===== config.mk =====
export PLATFORM = sky130hd
export DESIGN_NAME = button_pulse_conditioner_flat
export DESIGN_NICKNAME = d
export VERILOG_FILES = /design/src/rtl/button_pulse_conditioner_if.sv /design/src/rtl/button_pulse_conditioner.sv /design/src/flat_wrapper.sv
export SDC_FILE = /design/constraint.sdc
export NUM_CORES = 1
export LEC_CHECK = 0
export CAP_MARGIN = 20
export CORE_UTILIZATION = 35
export CTS_CLUSTER_SIZE = 30
export DETAILED_ROUTE_END_ITERATION = 10
export GPL_TIMING_DRIVEN = 0
export PLACE_DENSITY = 0.58
export SYNTH_ARGS = -nofsm -noshare
export SYNTH_HDL_FRONTEND = slang
export SYNTH_SLANG_ARGS = --single-unit

===== constraint.sdc =====
create_clock -name clk -period 5.95 [get_ports clk]
set_input_delay 1.19 -clock clk [delete_from_list [all_inputs] [get_ports clk]]
set_output_delay 1.19 -clock clk [all_outputs]
set_load 0.02 [all_outputs]

===== src/rtl/button_pulse_conditioner_if.sv =====
// ---------------------------------------------------------------------------
// button_pulse_conditioner_if
//
// Bundles the pushbutton-side and FSM-side signals of the button conditioner.
//
//   btn_raw    raw pushbutton level, asynchronous to the consumer clock
//   x          one-cycle press / repeat pulse (downstream FSM serial input)
//   level      debounced pressed level, 1 = pressed
//   repeating  high while the conditioner is auto-repeating
//
// Modports:
//   master  - the side that owns the button and watches the results
//   slave   - the conditioner itself
// ---------------------------------------------------------------------------
interface button_pulse_conditioner_if;
    logic btn_raw;
    logic x;
    logic level;
    logic repeating;

    modport master (
        output btn_raw,
        input  x,
        input  level,
        input  repeating
    );

    modport slave (
        input  btn_raw,
        output x,
        output level,
        output repeating
    );
endinterface


===== src/rtl/button_pulse_conditioner.sv =====
// ---------------------------------------------------------------------------
// button_pulse_conditioner
//
// Turns a raw, bouncy, asynchronous pushbutton into clean single-cycle pulses
// for a single-input Moore FSM: 2-flop synchronizer -> debounce -> press
// pulse -> optional auto-repeat while the button stays held.
//
// Ports:
//   clk   system clock, rising edge
//   rst   asynchronous, active-high reset
//   bus   button_pulse_conditioner_if.slave
//           btn_raw   (in)  raw pushbutton
//           x         (out) one-cycle press / repeat pulse
//           level     (out) debounced pressed level, 1 = pressed
//           repeating (out) high while in the REPEAT state
//
// All outputs are registered. The pulse FSM is steered by the level value
// being loaded on the same edge, so the press pulse starts together with
// the debounced level and a release that lands on a repeat expiry wins.
// ---------------------------------------------------------------------------
module button_pulse_conditioner #(
    parameter int DEBOUNCE_CYCLES = 500000,
    parameter int REPEAT_EN       = 1,
    parameter int REPEAT_DELAY    = 25000000,
    parameter int REPEAT_PERIOD   = 5000000,
    parameter int ACTIVE_LOW      = 1
) (
    input  logic                         clk,
    input  logic                         rst,
    button_pulse_conditioner_if.slave    bus
);

    // Raw value of an idle (not-pressed) button.
    localparam logic NOT_PRESSED = (ACTIVE_LOW != 0) ? 1'b1 : 1'b0;

    localparam int DB_W  = $clog2(DEBOUNCE_CYCLES + 1);
    localparam int T_MAX = (REPEAT_DELAY > REPEAT_PERIOD) ? REPEAT_DELAY : REPEAT_PERIOD;
    localparam int TM_W  = $clog2(T_MAX + 1);

    localparam logic [DB_W-1:0] DB_LAST     = DB_W'(DEBOUNCE_CYCLES - 1);
    localparam logic [TM_W-1:0] DELAY_LAST  = TM_W'(REPEAT_DELAY - 1);
    localparam logic [TM_W-1:0] PERIOD_LAST = TM_W'(REPEAT_PERIOD - 1);
    localparam logic [TM_W-1:0] TIMER_SAT   = {TM_W{1'b1}};

    typedef enum logic [1:0] {
        IDLE   = 2'd0,
        HELD   = 2'd1,
        REPEAT = 2'd2
    } state_t;

    // -----------------------------------------------------------------------
    // Synchronizer. Both flops reset to the idle level so a reset never
    // looks like a press.
    // -----------------------------------------------------------------------
    logic [1:0] sync_reg;
    logic       pressed;

    always_ff @(posedge clk or posedge rst) begin
        if (rst) begin
            sync_reg <= {2{NOT_PRESSED}};
        end else begin
            sync_reg <= {sync_reg[0], bus.btn_raw};
        end
    end

    // Polarity fold: pressed = 1 whenever the button is down.
    assign pressed = sync_reg[1] ^ NOT_PRESSED;

    // -----------------------------------------------------------------------
    // Debounce: the counter only runs while the synchronized input disagrees
    // with the accepted level; any agreeing cycle throws the run away.
    // -----------------------------------------------------------------------
    logic [DB_W-1:0] db_cnt_reg, db_cnt_next;
    logic            level_reg,  level_next;

    always_comb begin
        db_cnt_next = '0;
        level_next  = level_reg;
        if (pressed != level_reg) begin
            if (db_cnt_reg == DB_LAST) begin
                level_next = ~level_reg;
            end else begin
                db_cnt_next = db_cnt_reg + DB_W'(1);
            end
        end
    end

    always_ff @(posedge clk or posedge rst) begin
        if (rst) begin
            db_cnt_reg <= '0;
            level_reg  <= 1'b0;
        end else begin
            db_cnt_reg <= db_cnt_next;
            level_reg  <= level_next;
        end
    end

    // -----------------------------------------------------------------------
    // Pulse FSM.
    // -----------------------------------------------------------------------
    state_t          state_reg, state_next;
    logic [TM_W-1:0] timer_reg, timer_next;
    logic            x_reg, x_next;
    logic            repeating_reg, repeating_next;
    logic [TM_W-1:0] timer_inc;

    // Saturating increment: a long hold with repeat disabled must not wrap.
    assign timer_inc = (timer_reg == TIMER_SAT) ? timer_reg : timer_reg + TM_W'(1);

    always_comb begin
        state_next     = state_reg;
        timer_next     = timer_reg;
        x_next         = 1'b0;
        repeating_next = 1'b0;

        if (!level_next) begin
            // Release (or still idle) overrides everything, including a
            // repeat that would have expired on this very edge.
            state_next = IDLE;
            timer_next = '0;
        end else begin
            case (state_reg)
                IDLE: begin
                    // Only reachable with level rising on this edge.
                    x_next     = ~level_reg;
                    timer_next = '0;
                    state_next = HELD;
                end
                HELD: begin
                    if ((REPEAT_EN != 0) && (timer_reg == DELAY_LAST)) begin
                        x_next         = 1'b1;
                        timer_next     = '0;
                        state_next     = REPEAT;
                        repeating_next = 1'b1;
                    end else begin
                        timer_next = timer_inc;
                    end
                end
                REPEAT: begin
                    repeating_next = 1'b1;
                    if (timer_reg == PERIOD_LAST) begin
                        x_next     = 1'b1;
                        timer_next = '0;
                    end else begin
                        timer_next = timer_inc;
                    end
                end
                default: begin
                    state_next = IDLE;
                    timer_next = '0;
                end
            endcase
        end
    end

    always_ff @(posedge clk or posedge rst) begin
        if (rst) begin
            state_reg     <= IDLE;
            timer_reg     <= '0;
            x_reg         <= 1'b0;
            repeating_reg <= 1'b0;
        end else begin
            state_reg     <= state_next;
            timer_reg     <= timer_next;
            x_reg         <= x_next;
            repeating_reg <= repeating_next;
        end
    end

    assign bus.x         = x_reg;
    assign bus.level     = level_reg;
    assign bus.repeating = repeating_reg;

endmodule


===== src/flat_wrapper.sv =====
// flat-port wrapper written by rule: the top's interface ports become plain ports
module button_pulse_conditioner_flat 
#(
    parameter int DEBOUNCE_CYCLES = 500000,
    parameter int REPEAT_EN       = 1,
    parameter int REPEAT_DELAY    = 25000000,
    parameter int REPEAT_PERIOD   = 5000000,
    parameter int ACTIVE_LOW      = 1
)
  (clk, rst, bus_btn_raw, bus_x, bus_level, bus_repeating);
  button_pulse_conditioner_if bus_i ();
  input  logic clk;
  input  logic rst;
  input wire logic [$bits(bus_i.btn_raw)-1:0] bus_btn_raw;
  output wire logic [$bits(bus_i.x)-1:0] bus_x;
  output wire logic [$bits(bus_i.level)-1:0] bus_level;
  output wire logic [$bits(bus_i.repeating)-1:0] bus_repeating;
  assign bus_i.btn_raw = bus_btn_raw;
  assign bus_x = bus_i.x;
  assign bus_level = bus_i.level;
  assign bus_repeating = bus_i.repeating;
  button_pulse_conditioner #(.DEBOUNCE_CYCLES(DEBOUNCE_CYCLES), .REPEAT_EN(REPEAT_EN), .REPEAT_DELAY(REPEAT_DELAY), .REPEAT_PERIOD(REPEAT_PERIOD), .ACTIVE_LOW(ACTIVE_LOW)) u_core (.clk(clk), .rst(rst), .bus(bus_i));
endmodule

==> flow_summary.yaml, run 1 <==
routing:
  drt_first_pass_iters: 4
  vias: 2109
  drtAntennaViolNets: 0
  dr.first_iter.drc_count: 86
  via_per_inst: 5.25
  avgRoutedWirePerCell_um: 13.9
  drc: 0
  wirelength_um: 5590
timing:
  fin_crit_ns: 2.54
  slew_violations: 0
  clock_skew_ns: 0.0100
  fin_setup_tns_ns: 0
  setup_viol: 0
  finalCritPeriodShare_pct: 42.8
  clock.fmax_mhz: 393
  hold_viol_final: 0
  rsz0062_at_grt: "false"
  slew_headroom_pct: 36.2
  tightest_slew_ns: 0.949
  setup_slack_ns: 3.41
layout:
  final-seq-area_um2: 1280
  drive_gt1_share_pct: 11.0
  nets: 309
  n_antenna_cell: 0
  nFillCells: 789
  design_area_um2: 3050
  multi_input_area_um2: 1420
  syn2layout_area_growth_pct: 10.1
  largest_register_ffs: 25
  stdcell_count: 402
synthesis:
  netlist_instances: 286
  synth_edf_count: 0
  synth_seq_cells: 51
  synth_cell_types: 47
  syn_nets: 296
  syn-cell-area_um2: 2770
  synth_seq_area_share_pct: 46.2
  ys.flop_type: "dfrtp_1"
  syn-mean-instance-area_um2: 9.69
  yosysWarnings: 0
  async_flop_share_pct: 100
setup_path:
  r2r_start: "u_core.timer_reg[0]"
  rr_worst_depth: 7
  start_kind: "flop"
  crit_buf_inv: 1
  worst_ep_arrival_time_ns: 2.73
  cp_max_fo: 10
  cp-end-kind: "flop"
  cp_top_family: "compound AO/OA/AOI/OAI gates"
  path_cells: "ha_1 > nor4b_1 > nand4_1 > o21ai_0 > a221o_2 > buf_6 > nor2_2"
  r2r_end: "u_core.timer_reg[2]"
  critical_path_class: "flop to flop"
  cp_slowest_cell: "dfrtp_1"
  worst-r2r-setup-slack_ns: 3.41
  cp_slowest_stage_delay_ns: 0.48
  worstPathRequired_ns: 6.14
pwr:
  power_frac_comb_pct: 2.8
  clkPwrFrac_pct: 34.4
  total_switching_power_mw: 0.123
  cellLeakagePower_nw: 1.13
  seq_power_share_pct: 62.8
  swShare_pct: 21.9
  p_int_mw: 0.437
  peakVddDrop_mv: 0.0724
  powerDensity_nw_per_um2: 183
placement:
  portBuffers: 5
  dp_cells: 394
  place_congestion: 0.770
  post-place-ws_ns: 3.45
  dp_hpwl_um: 3960
  dpl_cell_area_um2: 2970
clock_network:
  cts_num_sinks: 51
  cts_made_buffers: 5
  cts_tree: "done"
  post_cts_buffers: 0
  clkLatencyLatePin_ns: 0.30
  clock_path_buffers: 2
  root_buffer: "clkbuf_8"
  hold_buffers: 0
  htreeDepth: 2
  cts-resized-gates: 0
  clk_pin_slew_ns: 0.09
grt:
  grt_overflow_total: 0
  grt_antenna_before_repair: 0
  first_global_vias: 2062
  grt_max_degree: 43
  grt_pass1_wl_um: 9870
  grt_usage_pct: 14.8
job:
  drv_cap: 0
floorplan:
  start_util_pct: 36.0
  die_width_um: 91.0
  die_h_um: 91.0
  row_count: 32
  core_um2: 7690
  die_area_um2: 8270
  num_io_pins: 6
hold_path:
  hp-class: "flop to flop"
  hold_start: "u_core.sync_reg[0]"
  holdPathStages: 0
  min_to: "u_core.sync_reg[1]"
status:
  status: "complete, no violations"
[how the worst max path moves through the flow]
stage                     slack [ns]                 from  depth (start not counted)                   end
final                           3.41  u_core.timer_reg[0]                          7   u_core.timer_reg[2]
after global routing            3.31  u_core.timer_reg[0]                          7  u_core.timer_reg[24]
after CTS                       3.41     u_core.bus.level                          1             bus_level
after detailed placement        3.45  u_core.timer_reg[0]                          7   u_core.timer_reg[3]
after global placement          2.50                  rst                          2   u_core.state_reg[0]
after floorplan                 3.53                  rst                          1      u_core.bus.level
[power by group through the flow]
stage          Sequential (mW)  Clock (mW)  Combinational (mW)
3_3_place_gp             0.358           0              0.0144
6_report                 0.351       0.193              0.0154
5_1_grt                  0.352       0.214              0.0186
2_1_floorplan            0.358           0             0.00973
3_5_place_dp             0.358           0              0.0163
4_1_cts                  0.351       0.203              0.0165
[cell usage after synthesis, types with 2 or more instances]
cell	n	area, um2
a21boi_0	2	15.0
a21oi_1	9	45.0
a21oi_2	3	26.3
and2_1	2	12.5
and3_1	5	31.3
and4_1	2	17.5
buf_6	2	22.5
clkbuf_1	3	11.3
dfrtp_1	49	1230
dfstp_2	2	52.6
ha_1	7	87.6
inv_1	11	41.3
nand2_1	16	60.1
nand3_1	17	85.1
nand4_1	18	113
nor2_1	38	143
nor2_2	8	50.1
nor2b_1	2	12.5
nor3_1	6	30.0
nor4_1	5	31.3
nor4b_2	2	30.0
o211ai_1	3	22.5
o21ai_0	9	45.0
o31ai_1	2	15.0
or3_1	6	37.5
or4_1	4	30.0
xnor2_1	16	140
xor2_1	18	158
[cell type report]
| class | instances | area share (%) |
|---|---|---|
| plain buffers | 5 | 1.11 |
| clock buffers | 7 | 2.50 |
| clock inverters | 1 | 0.164 |
| inverters | 11 | 1.35 |
| multi-input cells | 219 | 46.5 |
| flip-flops and latches | 51 | 41.9 |
| well taps | 102 | 4.19 |
| repair buffers | 6 | 2.30 |
[routing by layer]
layer	routed length, um	global-route usage, %	vias up	part of all wire (%)
met1	2730	20.2	1021	49
met3	200	3.02	6	3.6
met5	0	0	-	0
met4	53	3.57	0	0.95
li1	-	-	1049	-
met2	2610	24.0	33	47
[through the flow]
stage | hold WS, ns | power [mW] | utilization [%]
6_report | 0.360 | 0.559 | 39.7
5_1_grt | 0.375 | 0.584 | 39.7
4_1_cts | 0.361 | 0.571 | 39.7
3_5_place_dp | 0.356 | 0.374 | 38.6
3_3_place_gp | 0.349 | 0.372 | 38.3
2_1_floorplan | 0.345 | 0.367 | -
[worst reg2reg max path, stage by stage (launching register included)]
cell	delay, ns
dfrtp_1	0.48
ha_1	0.35
nor4b_1	0.29
nand4_1	0.29
o21ai_0	0.41
a221o_2	0.35
buf_6	0.21
nor2_2	0.06
[kinds of logic after synthesis]
logic type | after synthesis | share of synthesized area, %
flops | 51 | 46.2
xor+xnor | 34 | 10.7
buf+inv | 16 | 2.71
simple gates | 141 | 27.9
compound gates | 37 | 9.30
fa+ha+maj | 7 | 3.16
[placed cells by master, fill, tap and decap left out, types with 4 or more instances in the layout]
cell              n
clkbuf_1          5
and3_1            5
o21ai_0           9
nor2_1           38
nor3_1            6
xor2_1           18
a21oi_1           9
nand4_1          18
nand3_1          17
dfrtp_1          49
nor2_2            8
clkbuf_8          5
or3_1             6
nand2_1          16
clkdlybuf4s50_1   5
or4_1             4
inv_1            10
xnor2_1          16
nor4_1            5
ha_1              7
No activity file was read; power rests on OpenSTA's default activity.
==> inputs of run 2 (changes only) <==
==> constraint.sdc (replaced) <==
create_clock -name clk -period 2.57 [get_ports clk]
set_input_delay 0.514 -clock clk [delete_from_list [all_inputs] [get_ports clk]]
set_output_delay 0.514 -clock clk [all_outputs]
set_load 0.02 [all_outputs]
==> run 2 against run 1 <==
Net effect:
- sequential share of layout area shrank 0.052 points
- wire length grew 0.18%
- global-route usage is the same
- die area is the same
- cell count is the same
- design area grew 0.12%
- critical path type unchanged
- largest cell class unchanged
- highest routed layer unchanged
==> flow_summary.yaml, run 2 (synthesis gave the netlist of run 1 again) <==
timing:
  fin_crit_ns: 2.44
  slew_violations: 0
  setup_slack_ns: 0.133
  hold_viol_final: 0
  setup_viol: 0
  finalCritPeriodShare_pct: 94.8
  clock.fmax_mhz: 410
  slew_headroom_pct: 36.8
  fin_setup_tns_ns: 0
  rsz0062_at_grt: "false"
  clock_skew_ns: 0.00970
  tightest_slew_ns: 0.940
clock_network:
  htreeDepth: 2
  cts_made_buffers: 5
  cts_num_sinks: 51
  hold_buffers: 0
  post_cts_buffers: 0
  cts_tree: "done"
  clock_path_buffers: 2
  clk_pin_slew_ns: 0.09
  clkLatencyLatePin_ns: 0.30
  root_buffer: "clkbuf_8"
grt:
  grt_usage_pct: 14.8
  grt_overflow_total: 0
  grt_pass1_wl_um: 9870
  grt_max_degree: 43
  first_global_vias: 2062
  grt_antenna_before_repair: 0
layout:
  n_antenna_cell: 0
  final_common_cell: "dfrtp_1"
  syn2layout_area_growth_pct: 10.2
  drive_gt1_share_pct: 11.3
  final_cell_mix: "49 x dfrtp_1, 38 x nor2_1, 18 x nand4_1, 18 x xor2_1, 17 x nand3_1"
  nets: 309
  stdcell_count: 402
  largest_register_ffs: 25
pwr:
  cellLeakagePower_nw: 1.13
  powerDensity_nw_per_um2: 424
  power_mw: 1.30
  peakVddDrop_mv: 0.168
setup_path:
  worstPathRequired_ns: 2.76
  cp_slowest_stage_delay_ns: 0.48
  critical_path_class: "flop to flop"
  cp-end-kind: "flop"
  worst_ep_arrival_time_ns: 2.63
  cp_slowest_cell: "dfrtp_1"
  path_cells: "ha_1 > nor4b_1 > nand4_1 > o21ai_1 > a221o_2 > buf_6 > nor2_2"
  cp_max_fo: 10
  start_kind: "flop"
routing:
  via_per_inst: 5.24
  vias: 2108
  dr.first_iter.drc_count: 103
  drc: 0
  drt_first_pass_iters: 4
  drtAntennaViolNets: 0
  wirelength_um: 5600
  avgRoutedWirePerCell_um: 13.9
floorplan:
  start_util_pct: 36.0
  die_area_um2: 8270
  row_count: 32
  num_io_pins: 6
  die_width_um: 91.0
  die_h_um: 91.0
  core_um2: 7690
placement:
  dp_cells: 394
  dp_hpwl_um: 3960
  portBuffers: 5
  place_congestion: 0.770
  post-place-ws_ns: 0.0700
hold_path:
  hp-class: "flop to flop"
job:
  drv_cap: 0
status:
  status: "complete, no violations"
run 2: cell counts in the layout (fill, tap and decap cells not counted):
Identical to the previous run, type by type.
run 2: per-stage QoR:
stage / hold slack [ns] / instance area (um2) / utilization (%)
finish: 0.360 / 3050 / 39.7
global route: 0.375 / 3050 / 39.7
CTS: 0.361 / 3050 / 39.7
detailed placement: 0.356 / 2970 / 38.6
global placement: 0.349 / 2950 / 38.3
floorplan: 0.345 / 2770 / -
run 2: final cells by class:
cell class	count	area [um2]
clock inverters	1	5.00
fillers	789	4630
multi-input cells	219	1420
repair buffers	6	70.1
inverters	11	41.3
clock buffers	7	76.3
plain buffers	5	33.8
well taps	102	128
flip-flops and latches	51	1280
run 2: timing repair:
action / CTS / global route
gates resized for setup: 0 / 2
setup endpoints to repair: 0 / 20
hold endpoints to repair: 0 / 0
run 2: path summary, 6_finish.rpt:
| path | startpoint | to | slack [ns] | cells after the start |
|---|---|---|---|---|
| max | u_core.timer_reg[0] | u_core.timer_reg[2] | 0.13 | 7 |
| min | u_core.sync_reg[0] | u_core.sync_reg[1] | 0.36 | 0 |
| max reg2reg | u_core.timer_reg[0] | u_core.timer_reg[2] | 0.13 | 7 |
| min reg2reg | u_core.sync_reg[0] | u_core.sync_reg[1] | 0.36 | 0 |
| max in group asynchronous | rst | u_core.sync_reg[0] | 1.57 | 3 |
| min in group asynchronous | rst | u_core.db_cnt_reg[8] | 0.44 | 2 |
run 2: power by group:
part           internal, mW  switching (mW)  total, mW  leakage, nW
registers             0.808         0.00498      0.813        0.703
clock network         0.192           0.255      0.446       0.0422
logic                0.0108          0.0251     0.0359        0.385
total                  1.01           0.285       1.30         1.13
run 2: critical path: cells and delay by family (launching register included):
kind            cells  cell delay (ns)
compound gates      2             0.65
simple gates        3             0.62
flops               1             0.48
fa+ha+maj           1             0.35
buf+inv             1             0.21
run 2: layer usage:
metal | global-route usage, % | part of all wire [%]
met1 | 20.2 | 49
met2 | 24.0 | 46
met3 | 3.02 | 3.5
met4 | 3.57 | 0.96
met5 | 0 | 0
